**config.mk**
```make
export PLATFORM = sky130hd
export DESIGN_NAME = eth_wb_reg_bridge
export DESIGN_NICKNAME = d
export VERILOG_FILES = /design/src/rtl/eth_wb_bridge_pkg.sv /design/src/rtl/eth_wb_bridge_timer.sv /design/src/rtl/eth_wb_reg_bridge.sv
export SDC_FILE = /design/constraint.sdc
export NUM_CORES = 1
export LEC_CHECK = 0
export BUFFER_PORTS_ARGS = -buffer_cell sky130_fd_sc_hd__buf_2
export CAP_MARGIN = 10
export CORE_MARGIN = 2
export CORE_UTILIZATION = 35
export CTS_BUF_LIST = sky130_fd_sc_hd__clkbuf_2
export DETAILED_ROUTE_END_ITERATION = 10
export PLACE_DENSITY_LB_ADDON = 0.15
export SYNTH_ARGS = -nofsm -noshare
export SYNTH_HDL_FRONTEND = slang
export SYNTH_HIERARCHICAL = 1
export SYNTH_SLANG_ARGS = --single-unit
```
**constraint.sdc**
```tcl
create_clock -name Clk_reg -period 4.58 [get_ports Clk_reg]
set_input_delay 0.687 -clock Clk_reg [delete_from_list [all_inputs] [get_ports Clk_reg]]
set_output_delay 0.687 -clock Clk_reg [all_outputs]
set_load 0.05 [all_outputs]
```
**src/rtl/eth_wb_bridge_pkg.sv**
```systemverilog
// Shared definitions for the Ethernet Wishbone-to-register bridge:
// FSM state encoding and a constant-foldable ceil(log2) helper.
package eth_wb_bridge_pkg;

    typedef enum logic [1:0] {
        ST_IDLE = 2'd0,
        ST_BEAT = 2'd1,
        ST_ACK  = 2'd2
    } bridge_state_t;

    function automatic int clog2(input int value);
        int r;
        int v;
        r = 0;
        v = value - 1;
        while (v > 0) begin
            r++;
            v = v >> 1;
        end
        return r;
    endfunction

endpackage

```
**src/rtl/eth_wb_bridge_timer.sv**
```systemverilog
// Per-beat wait counter for the bridge; exists only when ETH_WB_BRIDGE_TIMEOUT_EN
// is defined. Counts while i_run is high and clears whenever it drops.
`ifdef ETH_WB_BRIDGE_TIMEOUT_EN
module eth_wb_bridge_timer #(
    parameter int LIMIT = 255
) (
    input  logic i_clk,
    input  logic i_rst,
    input  logic i_run,
    output logic o_expired
);

    logic [15:0] r_cnt;

    // Expiry fires on the LIMIT-th consecutive wait cycle.
    assign o_expired = i_run && (r_cnt == 16'(LIMIT - 1));

    always_ff @(posedge i_clk or posedge i_rst) begin
        if (i_rst) begin
            r_cnt <= '0;
        end else if (!i_run) begin
            r_cnt <= '0;
        end else if (!o_expired) begin
            r_cnt <= r_cnt + 16'd1;
        end
    end

endmodule
`endif

```
**src/rtl/eth_wb_reg_bridge.sv**
```systemverilog
// Wishbone slave that splits each access into WB_DW/REG_DW register-port beats.
// Optional per-beat timeout with error response under ETH_WB_BRIDGE_TIMEOUT_EN.
module eth_wb_reg_bridge
    import eth_wb_bridge_pkg::*;
#(
    parameter int WB_DW   = 32,
    parameter int REG_DW  = 16,
    parameter int REG_AW  = 8,
    parameter int TIMEOUT = 255
) (
    input  logic                  Clk_reg,
    input  logic                  Reset,
    input  logic [15:0]           wb_adr_i,
    input  logic [WB_DW-1:0]      wb_dat_i,
    input  logic [WB_DW/8-1:0]    wb_sel_i,
    input  logic                  wb_stb_i,
    input  logic                  wb_we_i,
    output logic [WB_DW-1:0]      wb_dat_o,
    output logic                  wb_ack_o,
    output logic                  wb_err_o,
    output logic                  reg_cs_o,
    output logic                  reg_we_o,
    output logic [REG_AW-1:0]     reg_adr_o,
    output logic [REG_DW-1:0]     reg_dat_o,
    input  logic [REG_DW-1:0]     reg_dat_i,
    input  logic                  reg_rdy_i
);

    localparam int N      = WB_DW / REG_DW;
    localparam int LANE_B = REG_DW / 8;
    localparam int SEL_W  = WB_DW / 8;
    localparam int LSB    = clog2(LANE_B);
    localparam int NB     = clog2(N);
    localparam int BEAT_W = (NB == 0) ? 1 : NB;

    if ((WB_DW != 16 && WB_DW != 32 && WB_DW != 64) || (REG_DW % 8 != 0) ||
        (N != 1 && N != 2 && N != 4) || (N * REG_DW != WB_DW) ||
        (TIMEOUT < 1) || (TIMEOUT > 65535) ||
        (REG_AW + LSB > 16) || (REG_AW <= NB)) begin : g_bad_param
        $error("eth_wb_reg_bridge: illegal parameter combination");
    end

    bridge_state_t       r_state;
    bridge_state_t       w_state_nxt;
    logic [REG_AW-1:0]   r_adr;
    logic [WB_DW-1:0]    r_dat;
    logic [WB_DW-1:0]    r_rdat;
    logic [SEL_W-1:0]    r_sel;
    logic                r_we;
    logic [BEAT_W-1:0]   r_beat;
    logic [BEAT_W-1:0]   w_beat_nxt;
    logic                r_abort;
    logic                r_err_flag;
    logic                r_ack;
    logic                w_accept;
    logic                w_set_err;
    logic                w_stop;
    logic                w_timeout;
    logic                w_first_ok;
    logic [BEAT_W-1:0]   w_first;
    logic                w_next_ok;
    logic [BEAT_W-1:0]   w_next;
    logic                w_unused;

    // A write lane with no byte enables is skipped; read lanes always run.
    function automatic logic lane_active(input logic [SEL_W-1:0] sel,
                                         input logic             we,
                                         input int               lane);
        return !we || (sel[lane*LANE_B +: LANE_B] != '0);
    endfunction

    always_comb begin
        w_first_ok = 1'b0;
        w_first    = '0;
        w_next_ok  = 1'b0;
        w_next     = '0;
        for (int i = N - 1; i >= 0; i--) begin
            if (lane_active(wb_sel_i, wb_we_i, i)) begin
                w_first_ok = 1'b1;
                w_first    = BEAT_W'(i);
            end
            if ((i > int'(r_beat)) && lane_active(r_sel, r_we, i)) begin
                w_next_ok = 1'b1;
                w_next    = BEAT_W'(i);
            end
        end
    end

    assign w_stop = r_abort || !wb_stb_i;

    always_ff @(posedge Clk_reg or posedge Reset) begin
        if (Reset) begin
            r_state <= ST_IDLE;
        end else begin
            r_state <= w_state_nxt;
        end
    end

    always_comb begin
        w_state_nxt = r_state;
        w_beat_nxt  = r_beat;
        w_accept    = 1'b0;
        w_set_err   = 1'b0;
        unique case (r_state)
            ST_IDLE: begin
                if (wb_stb_i && !wb_ack_o && !wb_err_o) begin
                    w_accept    = 1'b1;
                    w_beat_nxt  = w_first;
                    w_state_nxt = w_first_ok ? ST_BEAT : ST_ACK;
                end
            end
            ST_BEAT: begin
                if (reg_rdy_i) begin
                    if (w_stop) begin
                        w_state_nxt = ST_IDLE;
                    end else if (w_next_ok) begin
                        w_beat_nxt = w_next;
                    end else begin
                        w_state_nxt = ST_ACK;
                    end
                end else if (w_timeout) begin
                    // A master that already withdrew gets no error response either.
                    if (w_stop) begin
                        w_state_nxt = ST_IDLE;
                    end else begin
                        w_state_nxt = ST_ACK;
                        w_set_err   = 1'b1;
                    end
                end
            end
            ST_ACK: begin
                w_state_nxt = ST_IDLE;
            end
            default: begin
                w_state_nxt = ST_IDLE;
            end
        endcase
    end

    always_ff @(posedge Clk_reg or posedge Reset) begin
        if (Reset) begin
            r_beat     <= '0;
            r_abort    <= 1'b0;
            r_err_flag <= 1'b0;
            r_ack      <= 1'b0;
            r_we       <= 1'b0;
            r_sel      <= '0;
            r_adr      <= '0;
            r_dat      <= '0;
            r_rdat     <= '0;
        end else begin
            r_beat <= w_beat_nxt;
            r_ack  <= (r_state == ST_ACK) && !r_err_flag;
            if (w_accept) begin
                r_adr      <= wb_adr_i[LSB +: REG_AW];
                r_dat      <= wb_dat_i;
                r_sel      <= wb_sel_i;
                r_we       <= wb_we_i;
                r_abort    <= 1'b0;
                r_err_flag <= 1'b0;
            end else if ((r_state == ST_BEAT) && !wb_stb_i) begin
                r_abort <= 1'b1;
            end
            if (w_set_err) begin
                r_err_flag <= 1'b1;
            end
            if ((r_state == ST_BEAT) && reg_rdy_i && !r_we) begin
                r_rdat[int'(r_beat)*REG_DW +: REG_DW] <= reg_dat_i;
            end
        end
    end

    assign wb_dat_o  = r_rdat;
    assign wb_ack_o  = r_ack;
    assign reg_cs_o  = (r_state == ST_BEAT);
    assign reg_we_o  = reg_cs_o && r_we;
    assign reg_dat_o = r_dat[int'(r_beat)*REG_DW +: REG_DW];

    // The beat index replaces the lane-select bits of the word address.
    if (NB == 0) begin : g_adr_single
        assign reg_adr_o = r_adr;
    end else begin : g_adr_multi
        assign reg_adr_o = {r_adr[REG_AW-1:NB], r_beat};
    end

    assign w_unused = ^{wb_adr_i, r_adr};

`ifdef ETH_WB_BRIDGE_TIMEOUT_EN
    logic w_tmr_run;
    logic r_err;

    assign w_tmr_run = reg_cs_o && !reg_rdy_i;

    eth_wb_bridge_timer #(
        .LIMIT (TIMEOUT)
    ) u_timer (
        .i_clk     (Clk_reg),
        .i_rst     (Reset),
        .i_run     (w_tmr_run),
        .o_expired (w_timeout)
    );

    always_ff @(posedge Clk_reg or posedge Reset) begin
        if (Reset) begin
            r_err <= 1'b0;
        end else begin
            r_err <= (r_state == ST_ACK) && r_err_flag;
        end
    end

    assign wb_err_o = r_err;
`else
    assign w_timeout = 1'b0;
    assign wb_err_o  = 1'b0;
`endif

endmodule

```
# Yosys cells after proc, flatten, opt, wreduce, memory -nomap -nowiden
# Cells that the tools add are included.
# totals
reg_bits	82
input_bits	73
romBits	0
latch_bits	0
n_memories	0
mem_bits_rw	0
elab_cells	63
output_inout_bits	60
# classes
shifts	3
add_sub_neg	1
reduce_logical	22
order_cmp	1
bitwise_logic	0
n_mul	0
n_div	0
eq_ne	7
n_mux	20
# op_table
cell	n
$neg 5->33	1
$shift 16x33->32 const A	1
$shiftx 16x33->32	1
$bwmux 32	1
$shiftx 32x6->16	1
$mux 1	12
$mux 2	5
$reduce_bool 2->1	5
$logic_and 1x1->1	6
$reduce_and 5->1	1
$logic_not 1->1	4
$logic_or 1x1->1	4
$ne 2x1->1 const B	2
$ne 2x2->1 const B	2
$pmux 2 s2	1
$ne 3x3->1 const B	1
$reduce_and 3->1	1
$eq 2x1->1 const B	1
$eq 2x2->1 const B	1
$logic_not 2->1	1
$pmux 1 s2	1
$gt 1x1->1 const A	1

# Longest topological paths before layout
# Gate-level depths: netlist of run 1.
# depth
depth_word	8
ltp_mapped	5
ltp_nobuf	4

# Worst setup path after synthesis of run 1
# No wires, ideal clock.
# synth_timing
path_type	register -> output
from	reg r_state[1]
to	out reg_we_o
slack_ns	2.412
n_path_buf	0
stages_incl_launch_ff	4
t_arrival_ns	1.481
required_ns	3.893
path_cell_list	dfrtp_1 -> nand2b_2 -> inv_1 -> and2_1
# synth_via
elab_chain_len	2
# synth_rtl
item	line_no	source
from (decl)	eth_wb_reg_bridge.sv:43	bridge_state_t r_state;
from (signal assigned)	eth_wb_reg_bridge.sv:95	r_state <= w_state_nxt;
$eq 2x1->1	eth_wb_reg_bridge.sv:175	assign reg_cs_o = (r_state == ST_BEAT);
net reg_cs_o	eth_wb_reg_bridge.sv:21	output logic reg_cs_o,
$logic_and 1x1->1	eth_wb_reg_bridge.sv:176	assign reg_we_o = reg_cs_o && r_we;
to (decl)	eth_wb_reg_bridge.sv:22	output logic reg_we_o,
# The timed path passes the listed nets, and every way through them passes these cells.

# Worst setup path after layout of run 1
# layout_timing
from	reg r_beat
to	out reg_dat_o[4]
# layout_via
elab_chain_len	1
# layout_rtl
item	line_no	source
from (decl)	eth_wb_reg_bridge.sv:50	logic [BEAT_W-1:0] r_beat;
from (signal assigned)	eth_wb_reg_bridge.sv:152	r_beat <= w_beat_nxt;
$shiftx 32x6->16	eth_wb_reg_bridge.sv:177	assign reg_dat_o = r_dat[int'(r_beat)*REG_DW +: REG_DW];
to (decl)	eth_wb_reg_bridge.sv:24	output logic [REG_DW-1:0] reg_dat_o,
# Every way passes these cells.

==> results_dict.tcl, run 1 <==
set metrics [dict create \
    cpLargestDelayFamily "flip-flops" \
    fillerInstances 887 \
    n_antenna_cell 0 \
    dp.cells 434 \
    grt_pass1_wl_mm 10.2 \
    ys_seq_elements 79 \
    syn-instance-count 210 \
    drv_slew 0 \
    final_cells 450 \
    hold_viol 0 \
    antenna_found_initial 0 \
    layout.nets 407 \
    synth_area_leaders "dfrtp_1 60%, mux2_2 27%, mux2_4 4.5%" \
    synth.largest_area_cell "dfrtp_1" \
    multi_input_area_um2 1240 \
    dr.pass1.iters 5 \
    rows 35 \
    synth_warnings 6 \
    crit_path_start "r_beat" \
    cp_max_fo 23 \
    route.vias.total 2159 \
    cts_buffers 9 \
    drc 0 \
    start_util_pct 35.9 \
    synthesis.nets 283 \
    startpoint_type "flip-flop" \
    rr_startpoint "r_beat" \
    worstPathArrival_ns 2.21 \
    cp_cell_sequence "mux2_2 -> buf_2" \
    via_per_inst 4.80 \
    drt_iter0_drc 70 \
    die_w_um 101 \
    grt_max_degree 50 \
    synth_top_area_share_pct 59.8 \
    wl_per_cell_um 14.5 \
    clk_path_buf_depth 2 \
    crit_required_ns 3.89 \
    rsz0062_at_grt "no" \
    clock-sinks 79 \
    setup_violations 0 \
    area_growth_syn_to_layout_pct 25.2 \
    tns_ns 0 \
    min_period_over_period_pct 63.2 \
    dieArea_um2 10200 \
    max_stage_delay_ns 1.06 \
    end_kind "output port" \
    postCtsHoldBufs 0 \
    cts-resized-gates 0 \
    layout.area.seq_um2 1980 \
    fin_crit_ns 2.90 \
    clk_latency_ns 0.53 \
    overflow 0 \
    syn_area_per_cell_um2 15.7 \
    path_clk_slew_ns 0.23 \
    yosysSeqAreaShare_pct 59.8 \
    grt_pass1_vias 2094 \
    track_usage_pct 13.2 \
    cts_tree "done" \
    fmax_mhz 345 \
    fp.dieH_um 101 \
    cts_setup_buffers 0 \
    crit_type "flip-flop to output port" \
    worstHoldPathType "primary input to async pin" \
    routabilityCongestion 0.730 \
    crit_slowest_cell "dfrtp_1" \
    boundaryPins 133 \
    skew_ns 0.0201 \
    core_area_um2 9200 \
    netlist_area_um2 3300 \
    drive_above_1_share_pct 69.6 \
    cts_root_buf "clkbuf_2" \
    postRouteAntennaNets 0 \
    tightest_slew_ns 1.01 \
    relSlewSlack_pct 32.9 \
    status "finished, final reports clean" \
    cap_viol_max_count 0 \
    dpl.hpwl_mm 4.47 \
    cp_num_buf_inv 1 \
    routed_wl_mm 6.51 \
    yosysUniqueCellTypes 29 \
    htree_levels 3 \
    io_buffer_count 122 \
]
## layout by cell type (no fill, tap or decap), types with 2 or more instances in the layout
master      Yosys  routed
a211oi_1        2       2
buf_4           2       3
clkbuf_2        0      10
nor3b_1         2       2
clkinvlp_4      0       2
mux2_2         80      80
bufinv_16       0       2
nand2b_1        2       2
mux2_4         10      10
dfrtp_1        79      79
inv_1           3       2
nor2_1          2       2
nor3_1          2       2
buf_2           6     122
nor4_1          2       2
clkinv_2        0       3
## flip-flops by register name, indices dropped and copies added (netlist names)
name      flops
wb_ack_o      1
wb_dat_o     32
r_beat        1
r_adr         7
r_abort       1
r_state       2
r_dat        32
r_sel         2
r_we          1
## per-stage QoR
stage	setup slack, ns	utilization [%]	hold WS [ns]	instance area (um2)
after floorplan	1.87	-	0.475	3300
after CTS	1.60	45.0	0.245	4130
after detailed placement	2.20	43.5	0.488	4000
after global placement	2.16	43.5	0.484	4000
final	1.68	45.0	0.259	4130
after global routing	1.50	45.0	0.261	4130
## per-layer routing
layer | track usage, % | up-vias | share of wire [%]
li1 | - | 1003 | -
met1 | 15.9 | 1065 | 44
met2 | 20.6 | 82 | 45
met3 | 5.66 | 9 | 9.2
met4 | 5.93 | 0 | 1.4
met5 | 0 | - | 0
## cells in the mapped netlist
master / instances
mux2_2: 80
dfrtp_1: 79
mux2_4: 10
buf_2: 6
inv_1: 3
a211oi_1: 2
buf_1: 2
buf_4: 2
nand2b_1: 2
nor2_1: 2
nor3_1: 2
nor3b_1: 2
nor4_1: 2
a21oi_1: 1
and2_1: 1
and2b_1: 1
buf_12: 1
buf_6: 1
conb_1: 1
nand2_1: 1
nand2b_2: 1
nand4b_2: 1
nor4b_1: 1
o2111ai_1: 1
o21ai_0: 1
o22ai_1: 1
o41ai_1: 1
or3_1: 1
or4b_4: 1
## path summary, 6_finish.rpt
kind / endpoint / slack, ns / cells after the start
worst min-delay path: wb_dat_o[13] / 0.26 / 2
worst min register to register: wb_dat_o[20] / 0.53 / 1
worst max-delay path: reg_dat_o[4] / 1.68 / 2
min in group Clk_reg: r_abort / 0.35 / 2
max in group asynchronous: wb_dat_o[6] / 3.38 / 3
worst max register to register: wb_dat_o[21] / 2.25 / 2
## kinds of logic (layout without fill, tap and decap cells)
group	after synthesis	after routing	share of synthesized area, %
other cells	1	1	0.114
simple gates	18	18	3.86
buf+inv	15	144	2.88
mux	90	90	31.8
compound gates	7	7	1.48
flops	79	79	59.8
## area by class of cell
type / count / area share (%)
clock buffers: 10 / 1.21
clock inverters: 6 / 2.06
inverters: 3 / 0.303
multi-input cells: 116 / 29.9
flip-flops and latches: 79 / 47.8
well taps: 111 / 3.36
repair buffers: 125 / 15.3
Power of run 1 is left out: the tool's default activity adds up to more than one toggle a clock period on the data nets, which glitch-free logic cannot reach.
==> run 2: changes to the inputs <==
==> constraint.sdc (replaced) <==
create_clock -name Clk_reg -period 2.63 [get_ports Clk_reg]
set_input_delay 0.3945 -clock Clk_reg [delete_from_list [all_inputs] [get_ports Clk_reg]]
set_output_delay 0.3945 -clock Clk_reg [all_outputs]
set_load 0.05 [all_outputs]
==> run 2 against run 1 <==
Net effect:
- via count decreased by 2.0%
- register-to-register slack got worse by 1.5 ns
- critical path depth is 1 higher
- setup slack worse by 1.4 ns
- non-clock buffer count increased by 1
- utilization increased by 0.35 points
- first-iteration DRC count is 17% lower
- final area grew 0.79%
- sequential share of layout area shrank 0.37 points
==> results_dict.tcl, run 2 (synthesis results as in run 1) <==
set metrics [dict create \
    drc 0 \
    core_area_um2 9200 \
    cts_tree "done" \
    final_area_um2 4170 \
    dpl.hpwl_mm 4.63 \
    final_cells 451 \
    rows 35 \
    drt_iter0_drc 58 \
    dieArea_um2 10200 \
    setup_violations 0 \
    fillerInstances 885 \
    clock-sinks 79 \
    grt_max_degree 53 \
    cts-resized-gates 0 \
    start_util_pct 35.9 \
    max_stage_delay_ns 0.53 \
    relSlewSlack_pct 60.6 \
    routed_wl_mm 6.63 \
    crit_type "flip-flop to output port" \
    crit_required_ns 2.24 \
    drive_above_1_share_pct 68.8 \
    n_antenna_cell 0 \
    cap_viol_max_count 0 \
    fin_crit_ns 2.31 \
    cp_cell_sequence "buf_4 -> mux2_2 -> buf_2" \
    antenna_found_initial 0 \
    clk_path_buf_depth 2 \
    clk_latency_ns 0.49 \
    route.vias.total 2115 \
    hold_ws_ns 0.110 \
    boundaryPins 133 \
    hold_viol 0 \
    crit_slowest_cell "dfrtp_1" \
    fp.dieH_um 101 \
    wl_per_cell_um 14.7 \
    routabilityCongestion 0.757 \
    io_buffer_count 122 \
    tightest_slew_ns 0.588 \
    dp.cells 434 \
    final_common_cell "buf_2" \
    die_w_um 101 \
    via_per_inst 4.69 \
    worstHoldPathType "primary input to flip-flop" \
    area_growth_syn_to_layout_pct 26.1 \
    dr.pass1.iters 4 \
    mostFrequentLayoutCells "122 x buf_2, 80 x mux2_2, 79 x dfrtp_1" \
    overflow 0 \
    startpoint_type "flip-flop" \
    cts_root_buf "clkbuf_2" \
    rsz0062_at_grt "no" \
    fmax_mhz 432 \
    tns_ns 0 \
    htree_levels 3 \
    worstPathArrival_ns 1.92 \
    postRouteAntennaNets 0 \
    layout.nets 408 \
    skew_ns 0.0219 \
    cts_buffers 9 \
    track_usage_pct 13.4 \
    end_kind "output port" \
    cp_max_fo 16 \
    status "finished, final reports clean" \
    path_clk_slew_ns 0.22 \
    grt_pass1_vias 2254 \
    grt_pass1_wl_mm 10.7 \
    placed_area_um2 4020 \
    drv_slew 0 \
    min_period_over_period_pct 88.0 \
]
run 2: worst paths after layout:
kind,end,slack [ns],startpoint,depth (start not counted)
worst min register to register,wb_dat_o[18],0.53,wb_dat_o[18],1
min in group asynchronous,r_dat[12],0.43,Reset,3
worst max register to register,wb_dat_o[26],0.76,r_state[1],4
worst max-delay path,reg_dat_o[8],0.32,r_beat,3
worst min-delay path,r_adr[6],0.11,wb_adr_i[7],2
max in group asynchronous,r_dat[24],1.55,Reset,4
run 2: area by class of cell:
cell class / count / area [um2] / share of cell area, %
Sequential cell: 79 / 1980 / 47.4
Multi-Input combinational cell: 116 / 1240 / 29.7
Timing Repair Buffer: 126 / 668 / 16.0
Tap cell: 111 / 139 / 3.33
Clock inverter: 7 / 87.6 / 2.10
Clock buffer: 9 / 45.0 / 1.08
Inverter: 3 / 12.5 / 0.300
run 2: worst max-delay path, delay by kind of cell (launching register included):
family                 cells  cell delay [ns]
DFF                        1             0.53
buffers and inverters      2             0.52
muxes                      1             0.36
run 2: routing by layer:
metal,GRT usage (%),vias to the layer above,share of wire (%)
li1,-,995,-
met3,4.21,9,7.9
met5,0,-,0
met4,5.30,0,1.4
met1,16.1,1033,44
met2,22.4,78,47
run 2: repair_timing:
| action | CTS | global route |
|---|---|---|
| buffers inserted | 0 | 0 |
| setup endpoints to repair | 0 | 0 |
| hold endpoints to repair | 27 | 0 |
| hold buffers | 1 | 0 |
run 2: through the flow:
step / setup WS [ns] / util (%)
2_1_floorplan: 0.212 / -
3_3_place_gp: 0.715 / 43.8
5_1_grt: 0.143 / 45.3
6_report: 0.317 / 45.3
4_1_cts: 0.211 / 45.3
3_5_place_dp: 0.702 / 43.8
Power of run 2 is left out for the same reason.
